File: config.mk
export PLATFORM = sky130hd
export DESIGN_NAME = sd_wrrdemux
export DESIGN_NICKNAME = d
export VERILOG_FILES = /design/src/rtl/sd_wrrdemux_pkg.sv /design/src/rtl/sd_wrr_rotsel.sv /design/src/rtl/sd_wrrdemux.sv
export SDC_FILE = /design/constraint.sdc
export NUM_CORES = 1
export LEC_CHECK = 0
export ABC_AREA = 1
export BUFFER_PORTS_ARGS = -buffer_cell sky130_fd_sc_hd__buf_4
export CORE_AREA = 2 2 67 69
export CTS_CLUSTER_DIAMETER = 120
export CTS_CLUSTER_SIZE = 10
export DETAILED_ROUTE_END_ITERATION = 8
export DIE_AREA = 0 0 69 71
export MAX_ROUTING_LAYER = met4
export SETUP_SLACK_MARGIN = 0.4
export SYNTH_ARGS = -nofsm -noshare
export SYNTH_HDL_FRONTEND = slang
export SYNTH_HIERARCHICAL = 1
export SYNTH_SLANG_ARGS = --single-unit
File: constraint.sdc
create_clock -name clk -period 4 [get_ports clk]
set_input_delay 0 -clock clk [delete_from_list [all_inputs] [get_ports clk]]
set_output_delay 0 -clock clk [all_outputs]
set_load 0.005 [all_outputs]
File: src/rtl/sd_wrrdemux_pkg.sv
// sd_wrrdemux_pkg: shared constants and the rotating first-match search for the WRR distributor.
//   SD_OUTPUTS  default number of producer ports
//   SD_DEST_W   dest index width for the default port count
//   SD_MAX_N    widest port vector the search function handles
//   nxt_nonzero first index at or after ptr (rotating over n ports) with weights[i] & mask[i] set;
//               returns ptr when nothing matches
package sd_wrrdemux_pkg;
    localparam int SD_OUTPUTS = 4;
    localparam int SD_DEST_W  = $clog2(SD_OUTPUTS);
    localparam int SD_MAX_N   = 32;

    function automatic int nxt_nonzero(input int ptr, input logic [SD_MAX_N-1:0] weights,
                                       input logic [SD_MAX_N-1:0] mask, input int n);
        int j;
        nxt_nonzero = ptr;
        // Walking down means the closest match to ptr is the last one written.
        for (int k = SD_MAX_N - 1; k >= 0; k--) begin
            if (k < n) begin
                j = ptr + k;
                j = (j >= n) ? j - n : j;
                if (weights[j[4:0]] && mask[j[4:0]]) nxt_nonzero = j;
            end
        end
    endfunction
endpackage

File: src/rtl/sd_wrr_rotsel.sv
// sd_wrr_rotsel: combinational rotating priority finder.
//   start  index where the search begins (inclusive)
//   nz     ports with a nonzero weight
//   mask   extra qualifier per port (all ones when only the weight matters)
//   idx    first port from start, wrapping n-1 -> 0, with nz & mask set; start if none
module sd_wrr_rotsel
    import sd_wrrdemux_pkg::*;
#(
    parameter int n  = 4,
    parameter int dw = 2
) (
    input  logic [dw-1:0] start,
    input  logic [n-1:0]  nz,
    input  logic [n-1:0]  mask,
    output logic [dw-1:0] idx
);
    always_comb idx = dw'(nxt_nonzero(int'(start), 32'(nz), 32'(mask), n));
endmodule

File: src/rtl/sd_wrrdemux.sv
// sd_wrrdemux: srdy/drdy 1-to-N weighted-round-robin distributor with a one-word output stage.
//   clk, reset  clock; asynchronous active-high reset
//   c_srdy/c_drdy/c_data  consumer-side input stream
//   c_weight    per-port weight, port i at [i*weight_sz +: weight_sz]; 0 skips the port
//   p_srdy      one-hot valid toward the destination port
//   p_drdy      per-port ready
//   p_data      shared output word
//   p_dest      index of the port holding p_srdy
// Build option SD_WRRDEMUX_SKIP_EN: work-conserving target choice that passes over
// stalled ports; without it the schedule is strict.
module sd_wrrdemux
    import sd_wrrdemux_pkg::*;
#(
    parameter int width     = 8,
    parameter int outputs   = SD_OUTPUTS,
    parameter int weight_sz = 2,
    localparam int dw       = $clog2(outputs)
) (
    input  logic                         clk,
    input  logic                         reset,
    input  logic                         c_srdy,
    output logic                         c_drdy,
    input  logic [width-1:0]             c_data,
    input  logic [outputs*weight_sz-1:0] c_weight,
    output logic [outputs-1:0]           p_srdy,
    input  logic [outputs-1:0]           p_drdy,
    output logic [width-1:0]             p_data,
    output logic [dw-1:0]                p_dest
);
    logic                 occ_q, occ_d;
    logic [width-1:0]     data_q, data_d;
    logic [dw-1:0]        dest_q, dest_d;
    logic [dw-1:0]        ptr_q, ptr_d;
    logic [weight_sz-1:0] cnt_q, cnt_d;
    logic [outputs-1:0]   nz, nz_eff;
    logic [dw-1:0]        base, tgt, adv_start, adv;
    logic [weight_sz-1:0] w_t, cnt_t;
    logic                 drain, acc, turn_end;

    always_comb begin
        nz = '0;
        for (int i = 0; i < outputs; i++) nz[i] = |c_weight[i*weight_sz +: weight_sz];
    end

    // All-zero weights degrade to plain round-robin.
    assign nz_eff = |nz ? nz : '1;

    // A ptr left on a port whose weight dropped to 0 moves on as if its turn had ended.
    assign base = dw'(nxt_nonzero(int'(ptr_q), 32'(nz_eff), '1, outputs));

`ifdef SD_WRRDEMUX_SKIP_EN
    logic [dw-1:0] rdy_pick;
    sd_wrr_rotsel #(.n(outputs), .dw(dw)) u_skip (
        .start (ptr_q),
        .nz    (nz_eff),
        .mask  (p_drdy),
        .idx   (rdy_pick)
    );
    assign tgt = |(nz_eff & p_drdy) ? rdy_pick : base;
`else
    assign tgt = base;
`endif

    assign w_t       = |nz ? c_weight[tgt*weight_sz +: weight_sz] : weight_sz'(1);
    assign cnt_t     = (tgt == ptr_q) ? cnt_q : '0;
    assign turn_end  = ({1'b0, cnt_t} + (weight_sz+1)'(1)) >= {1'b0, w_t};
    assign adv_start = (tgt == dw'(outputs - 1)) ? '0 : tgt + dw'(1);

    sd_wrr_rotsel #(.n(outputs), .dw(dw)) u_adv (
        .start (adv_start),
        .nz    (nz_eff),
        .mask  ('1),
        .idx   (adv)
    );

    assign drain  = occ_q & p_drdy[dest_q];
    assign c_drdy = ~occ_q | drain;
    assign acc    = c_srdy & c_drdy;

    always_comb begin
        occ_d  = acc | (occ_q & ~drain);
        data_d = acc ? c_data : data_q;
        dest_d = acc ? tgt : dest_q;
        ptr_d  = acc ? (turn_end ? adv : tgt) : ptr_q;
        cnt_d  = acc ? (turn_end ? '0 : cnt_t + weight_sz'(1)) : cnt_q;
    end

    always_ff @(posedge clk or posedge reset) begin
        if (reset) begin
            occ_q  <= 1'b0;
            data_q <= '0;
            dest_q <= '0;
            ptr_q  <= '0;
            cnt_q  <= '0;
        end else begin
            occ_q  <= occ_d;
            data_q <= data_d;
            dest_q <= dest_d;
            ptr_q  <= ptr_d;
            cnt_q  <= cnt_d;
        end
    end

    assign p_srdy = occ_q ? ({{(outputs-1){1'b0}}, 1'b1} << dest_q) : '0;
    assign p_data = data_q;
    assign p_dest = dest_q;
endmodule
Yosys cells after proc, flatten, opt, wreduce, memory -nomap -nowiden
Memory sizes are Yosys's and may differ from the RTL's.
Index checks and enable logic that the tools add are counted.
Word-level totals
  bits in read-only memories: 256
  memories: 8
  bits in registers: 15
  word-level logic and storage cells: 121
  output and inout bits: 15
Memories
  (no name shown): depth 32, bits a word 1, read ports 1, clocked after memory_dff 0, write ports 0, RTL line sd_wrrdemux_pkg.sv:21  | if (weights[j[4:0]] && mask[j[4:0]]) nxt_nonzero = j;
  (no name shown): depth 32, bits a word 1, read ports 1, clocked after memory_dff 0, write ports 0, RTL line sd_wrrdemux_pkg.sv:21
  (no name shown): depth 32, bits a word 1, read ports 1, clocked after memory_dff 0, write ports 0, RTL line sd_wrrdemux_pkg.sv:21
  (no name shown): depth 32, bits a word 1, read ports 1, clocked after memory_dff 0, write ports 0, RTL line sd_wrrdemux_pkg.sv:21
  (no name shown): depth 32, bits a word 1, read ports 1, clocked after memory_dff 0, write ports 0, RTL line sd_wrrdemux_pkg.sv:21
  (no name shown): depth 32, bits a word 1, read ports 1, clocked after memory_dff 0, write ports 0, RTL line sd_wrrdemux_pkg.sv:21
  +2 memories
Cells by class
  equal/unequal tests: 2
  bitwise gates (word level): 7
  mux-type cells: 49
  shift operators: 2
  add/sub/neg operators: 17
  reductions and logical operators: 13
  order comparisons: 18
Operators with widths (number)
  32-bit by 4-bit >= comparator with 1-bit output (second input constant): 3
  5-bit by 6-bit less-than comparator with 1-bit output (second input constant): 8
  1-bit binary-select mux with 5-bit select: 8
  5-bit 2-to-1 mux: 8
  2-bit 2-to-1 mux: 13
  3-bit by 3-bit subtractor with 4-bit output (second input constant): 6
  1-bit 2-to-1 mux: 17
  2-bit by 2-bit adder with 3-bit output (second input constant): 4
  2-bit by 1-bit adder with 3-bit output (second input constant): 3
  3-bit >= comparator (second input constant): 3
  1-bit logical AND: 8
  4-bit 2-to-1 mux: 2
  2-bit OR reduction: 4
  8-bit OR reduction: 1
  8-bit by 4-bit variable part select with 2-bit output: 1
  2-bit by 3-bit subtractor with 4-bit output (second input constant): 2
  2-bit by 3-bit >= comparator with 1-bit output (second input constant): 2
  2-bit by 1-bit adder with 2-bit output (second input constant): 2
  1-bit by 2-bit << shifter with 4-bit output (first input constant): 1
  1-bit AND: 3
  3-bit by 2-bit >= comparator with 1-bit output: 1
  2-bit by 3-bit less-than comparator with 1-bit output (second input constant): 1
  1-bit binary-select mux with 2-bit select: 1
  2-bit equality test: 1
  other kinds (3): 5

Logic depth before layout (Yosys ltp)
  word-level depth: 23
  gate-level depth with buffers: 26

By module
The synthesis kept the hierarchy.
By module, submodules not included
  sd_wrrdemux: cells an instance 186, area each 1295.0 sq um, instances 1, sequential area each 375.4 sq um
  sd_wrr_rotsel: cells an instance 58, area each 321.6 sq um, instances 1, sequential area each 0.0 sq um

Worst setup path before layout
OpenSTA, ideal clock, no wires.
  kind: register to register
  start: reg ptr_q[0]
  end: reg ptr_q[1]
  setup slack: 0.569 ns
  stages on the path, launching flop included: 25
  library setup time: 0.132 ns
  buffers on the path: 0
  clock period less this slack: 3.431 ns
  data arrival time: 3.299 ns
  path through: dfrtp_1 > inv_2 > ha_1 > inv_1 > nand3_2 > inv_2 > nor2_2 > nand2_2 > nand2_4 > nand3_4 > nand2_4 > xor2_1 > inv_1 > ha_1 > inv_2 > nand2_1 > nand3_2 > nand2_1 > nand2_1 > nand2_1 > nand2_1 > nand2_1 > nand2_1 > o21ai_0 > o22ai_1
On the way
  word-level cells in the longest chain between the ends: 23
Ends and longest elaborated chain
  start: declaration: RTL line sd_wrrdemux.sv:33  | logic [dw-1:0] ptr_q, ptr_d;
  start signal: assignment: RTL line sd_wrrdemux.sv:99  | ptr_q <= ptr_d;
  2-bit by 2-bit adder with 3-bit output: RTL line sd_wrrdemux_pkg.sv:19  | j = ptr + k;
  3-bit by 3-bit subtractor with 4-bit output / 3-bit >= comparator (equally long branches): RTL line sd_wrrdemux_pkg.sv:20  | j = (j >= n) ? j - n : j;
  5-bit 2-to-1 mux: RTL line sd_wrrdemux_pkg.sv:20
  memory 32 x 1 bit / 1-bit binary-select mux with 5-bit select (equally long branches)
  1-bit 2-to-1 mux (implied by the code): RTL line sd_wrrdemux_pkg.sv:21
  1-bit logical AND: RTL line sd_wrrdemux_pkg.sv:21
  2-bit 2-to-1 mux (3 in series): RTL line sd_wrrdemux_pkg.sv:21
  2-bit 2-to-1 mux (*): RTL line sd_wrrdemux_pkg.sv:21
  [2 not listed]
  via adv_start[0]: RTL line sd_wrrdemux.sv:36  | logic [dw-1:0] base, tgt, adv_start, adv;
  [2 not listed]
  5-bit 2-to-1 mux: RTL line sd_wrrdemux_pkg.sv:20
  memory 32 x 1 bit / 1-bit binary-select mux with 5-bit select (equally long branches)
  1-bit 2-to-1 mux (implied by the code): RTL line sd_wrrdemux_pkg.sv:21
  1-bit logical AND: RTL line sd_wrrdemux_pkg.sv:21
  2-bit 2-to-1 mux (3 in series): RTL line sd_wrrdemux_pkg.sv:21
  2-bit 2-to-1 mux (*): RTL line sd_wrrdemux_pkg.sv:21
  via adv[1]: RTL line sd_wrrdemux.sv:36
  2-bit 2-to-1 mux (*): RTL line sd_wrrdemux.sv:84  | ptr_d = acc ? (turn_end ? adv : tgt) : ptr_q;
Mark *: on every way through the listed nets, which the timed path passes. The rest lies on a longest branch. The select of a mux whose other input is x is not followed.
A chain may end at the register's enable or synchronous reset.

Final worst setup path
  start: reg ptr_q[1]
  end: reg ptr_q[0]
The elaborated chain is that of the path after synthesis.

==> summary.md <==
| Metric | Value |
|---|---|
| IO Port Bufs | 37 |
| Clock buffer count from CTS | 3 |
| Slew HR | 62.0% |
| CTS tree | built |
| DR vias | 1629 |
| Final TNS setup | 0 ns |
| Nets@finish | 337 |
| HPWL after detailed placement | 3040 um |
| First-pass GRT wire length | 6730 um |
| Share of the synthesized area in the top cell type | 23.2% |
| Startpoint Class | register |
| FP Rows | 24 |
| FFs w/ async S/R, synth | 100% |
| Final routed DRC violation total | 0 |
| Most frequent cells in the layout | nand2_1 (88), buf_4 (39), nand3_1 (30) |
| Final min period | 3.29 ns |
| Vias/cell | 4.63 |
| Library cells used by synthesis | 29 |
| Critical Path RT | 4.11 ns |
| Synth Flop Type | dfrtp_1 |
| Slowest-stage cell, CP | dfrtp_2 |
| Max-slew violation count | 0 |
| Crit-path cells | inv_2 > ha_1 > inv_1 > nand3_2 > inv_2 > nor2_2 > nand2_2 > nand2_4 > nand3_4 > nand2_4 > xor2_1 > inv_1 > ha_1 > inv_2 > nand2_1 > nand3_2 > o21ai_2 > nand2_1 > nand2_1 > nand2_1 > o21ai_0 > o22ai_1 |
| Die width | 69 um |
| Synth area leader | dfrtp_1 |
| Pre-Repair DR Iteration Count | 4 |
| Diode count | 0 |
| First-iteration detailed-routing DRC count | 58 |
| Synth Instances | 244 |
| Outcome | complete, no violations |
| Fraction of layout cells with a size suffix above 1 | 28.3% |
| Die Ht | 71 um |
| Warnings, synthesis | 6 |
| Routed Antenna Nets | 0 |
| Hold WC Path Type | in2reg |
| Clock buffer depth | 2 |
| Largest stage delay on the critical path | 0.44 ns |
| Final hold vios | 0 |
| Top cells by area, synth | dfrtp_1 (23%), nand2_1 (20%), ha_1 (9.3%) |
| Total wire length | 3830 um |
| Tightest Pin Transition | 0.569 ns |
| Maxcap violations | 0 |
| Clock transition at path regs | 0.06 ns |
| Initial Utilization | 38.5% |
| Core area | 4200 sq um |
| RSZ-0062 raised after global routing | no |
| Total Routing Usage GR | 16.8% |
| Initial antenna violation count | 0 |
| CP bufs+invs | 5 |
| Die area | 4900 sq um |
| Clock sinks | 15 |
| FMAX | 0.304 GHz |
| H-Tree Level Count | 1 |
| Largest net degree at the start of global routing | 16 |
| Post-synthesis register bit count | 15 |
| Clk_skew | 0.00111 ns |
| Grt total ovfl | 0 |
| Period utilization | 82.3% |
| # IOs | 38 |
| Synth Area per Inst | 6.63 sq um |
| Commonest non-fill, non-tap cell in the layout | nand2_1 |
| FF/Latch Area | 378 sq um |
| Setup Crit Path Kind | reg2reg |
| Area Growth Syn to Fin | 32.1% |
| Footprint of the multi-input gates | 1120 sq um |
| Wire per inst | 10.9 um |
| Fin util | 50.8% |
| CP Data Arrival Time | 3.41 ns |
| Top delay family on crit path | simple AND/OR/NAND/NOR gates |
| GP Congestion | 0.846 |
| Critical Path Fanout Max | 14 |
| EDFF count, synth | 0 |
| Vias in the first global route | 1524 |
| Mapped Area | 1620 sq um |
| Filler cells | 447 |
| CTS root buffer | clkbuf_8 |
| Critical path capture point type | register |
| Seq/Total Area, Yosys | 23.2% |
| Worst-Skew Late Latency | 0.24 ns |
| Most used cell, CP | nand2_1 |
| Final Setup Violations | 0 |
## cell families (layout without fill, tap and decap cells)
| kind of cell | count (synthesis) | count (layout) | synth area share (%) |
|---|---|---|---|
| adder cells (fa/ha/maj) | 13 | 13 | 10.5 |
| AO/OA/AOI/OAI | 20 | 20 | 8.98 |
| flip-flops | 15 | 15 | 23.2 |
| AND/OR/NAND/NOR | 157 | 157 | 47.9 |
| other | 1 | 6 | 0.232 |
| buffers and inverters | 37 | 88 | 8.59 |
| XOR/XNOR | 1 | 1 | 0.542 |
## flip-flops by register name, summed over array words and instances (netlist names)
signal  flops
ptr_q       2
occ_q       1
cnt_q       2
p_dest      2
p_data      8
## per-stage QoR
stage / area (sq um) / instances / setup slack (ns) / hold slack (ns)
6_report: 2140 / 352 / 0.709 / 0.105
5_1_grt: 2140 / 352 / 0.408 / 0.137
4_1_cts: 2120 / 351 / 0.453 / 0.107
3_5_place_dp: 1980 / 337 / 0.481 / 0.0983
3_3_place_gp: 1980 / 337 / 0.572 / 0.102
2_1_floorplan: 1640 / 249 / 0.569 / -0.0985
## per-layer routing
metal  vias up  GRT usage, %  share of wire [%]
li1        885             -                  -
met1       718          22.4                 48
met2        18          27.1                 48
met3         8          2.85                2.0
met4         0          3.49                1.1
met5         -             -                  0
## cell usage after synthesis, types with 2 or more instances
cell type,instances
nand2_1,88
nand3_1,30
inv_1,25
dfrtp_1,15
ha_1,12
inv_2,9
nand2_2,8
nor2_1,8
o21ai_2,6
nand2_4,4
nand3_2,4
nor3_1,4
o21ai_0,4
nor2_4,3
a21oi_1,2
a31oi_1,2
clkbuf_1,2
nand3_4,2
nand3b_1,2
nand4_1,2
nor2_2,2
o21ai_1,2
o22ai_1,2
## tightest hold or removal path, cell delays in order
cell and delay [ns]:
buf_4 0.08, a31oi_1 0.07, nand4_1 0.11, nand2_1 0.06
## layout make-up
| cell class | instances | share of cell area (%) |
|---|---|---|
| Multi-Input combinational cell | 197 | 52.5 |
| Timing Repair Buffer | 49 | 18.4 |
| Sequential cell | 15 | 17.7 |
| Inverter | 35 | 6.27 |
| Tap cell | 52 | 3.05 |
| Clock buffer | 4 | 2.11 |
## timing repair
item / 4_1_cts / 5_1_grt
gates resized for setup: 0 / 4
endpoints found under the hold margin: 24 / 0
buffers inserted: 0 / 1
hold buffers: 10 / 0
endpoints found under the setup margin: 0 / 4
## path summary, 6_finish.rpt
check | startpoint | to | slack [ns] | cells past startpoint
min in group asynchronous | reset | occ_q$_DFF_PP0_ | 0.37 | 3
max reg2reg | ptr_q[1]$_DFFE_PP0P_ | ptr_q[0]$_DFFE_PP0P_ | 0.71 | 22
min reg2reg | p_data[5]$_DFFE_PP0P_ | p_data[5]$_DFFE_PP0P_ | 0.48 | 2
min | p_drdy[0] | occ_q$_DFF_PP0_ | 0.10 | 4
max in group asynchronous | reset | ptr_q[0]$_DFFE_PP0P_ | 3.22 | 3
max | ptr_q[1]$_DFFE_PP0P_ | ptr_q[0]$_DFFE_PP0P_ | 0.71 | 22
Power is left out: the tool's default activity adds up to more than one toggle a clock period on the data nets, which glitch-free logic cannot reach.
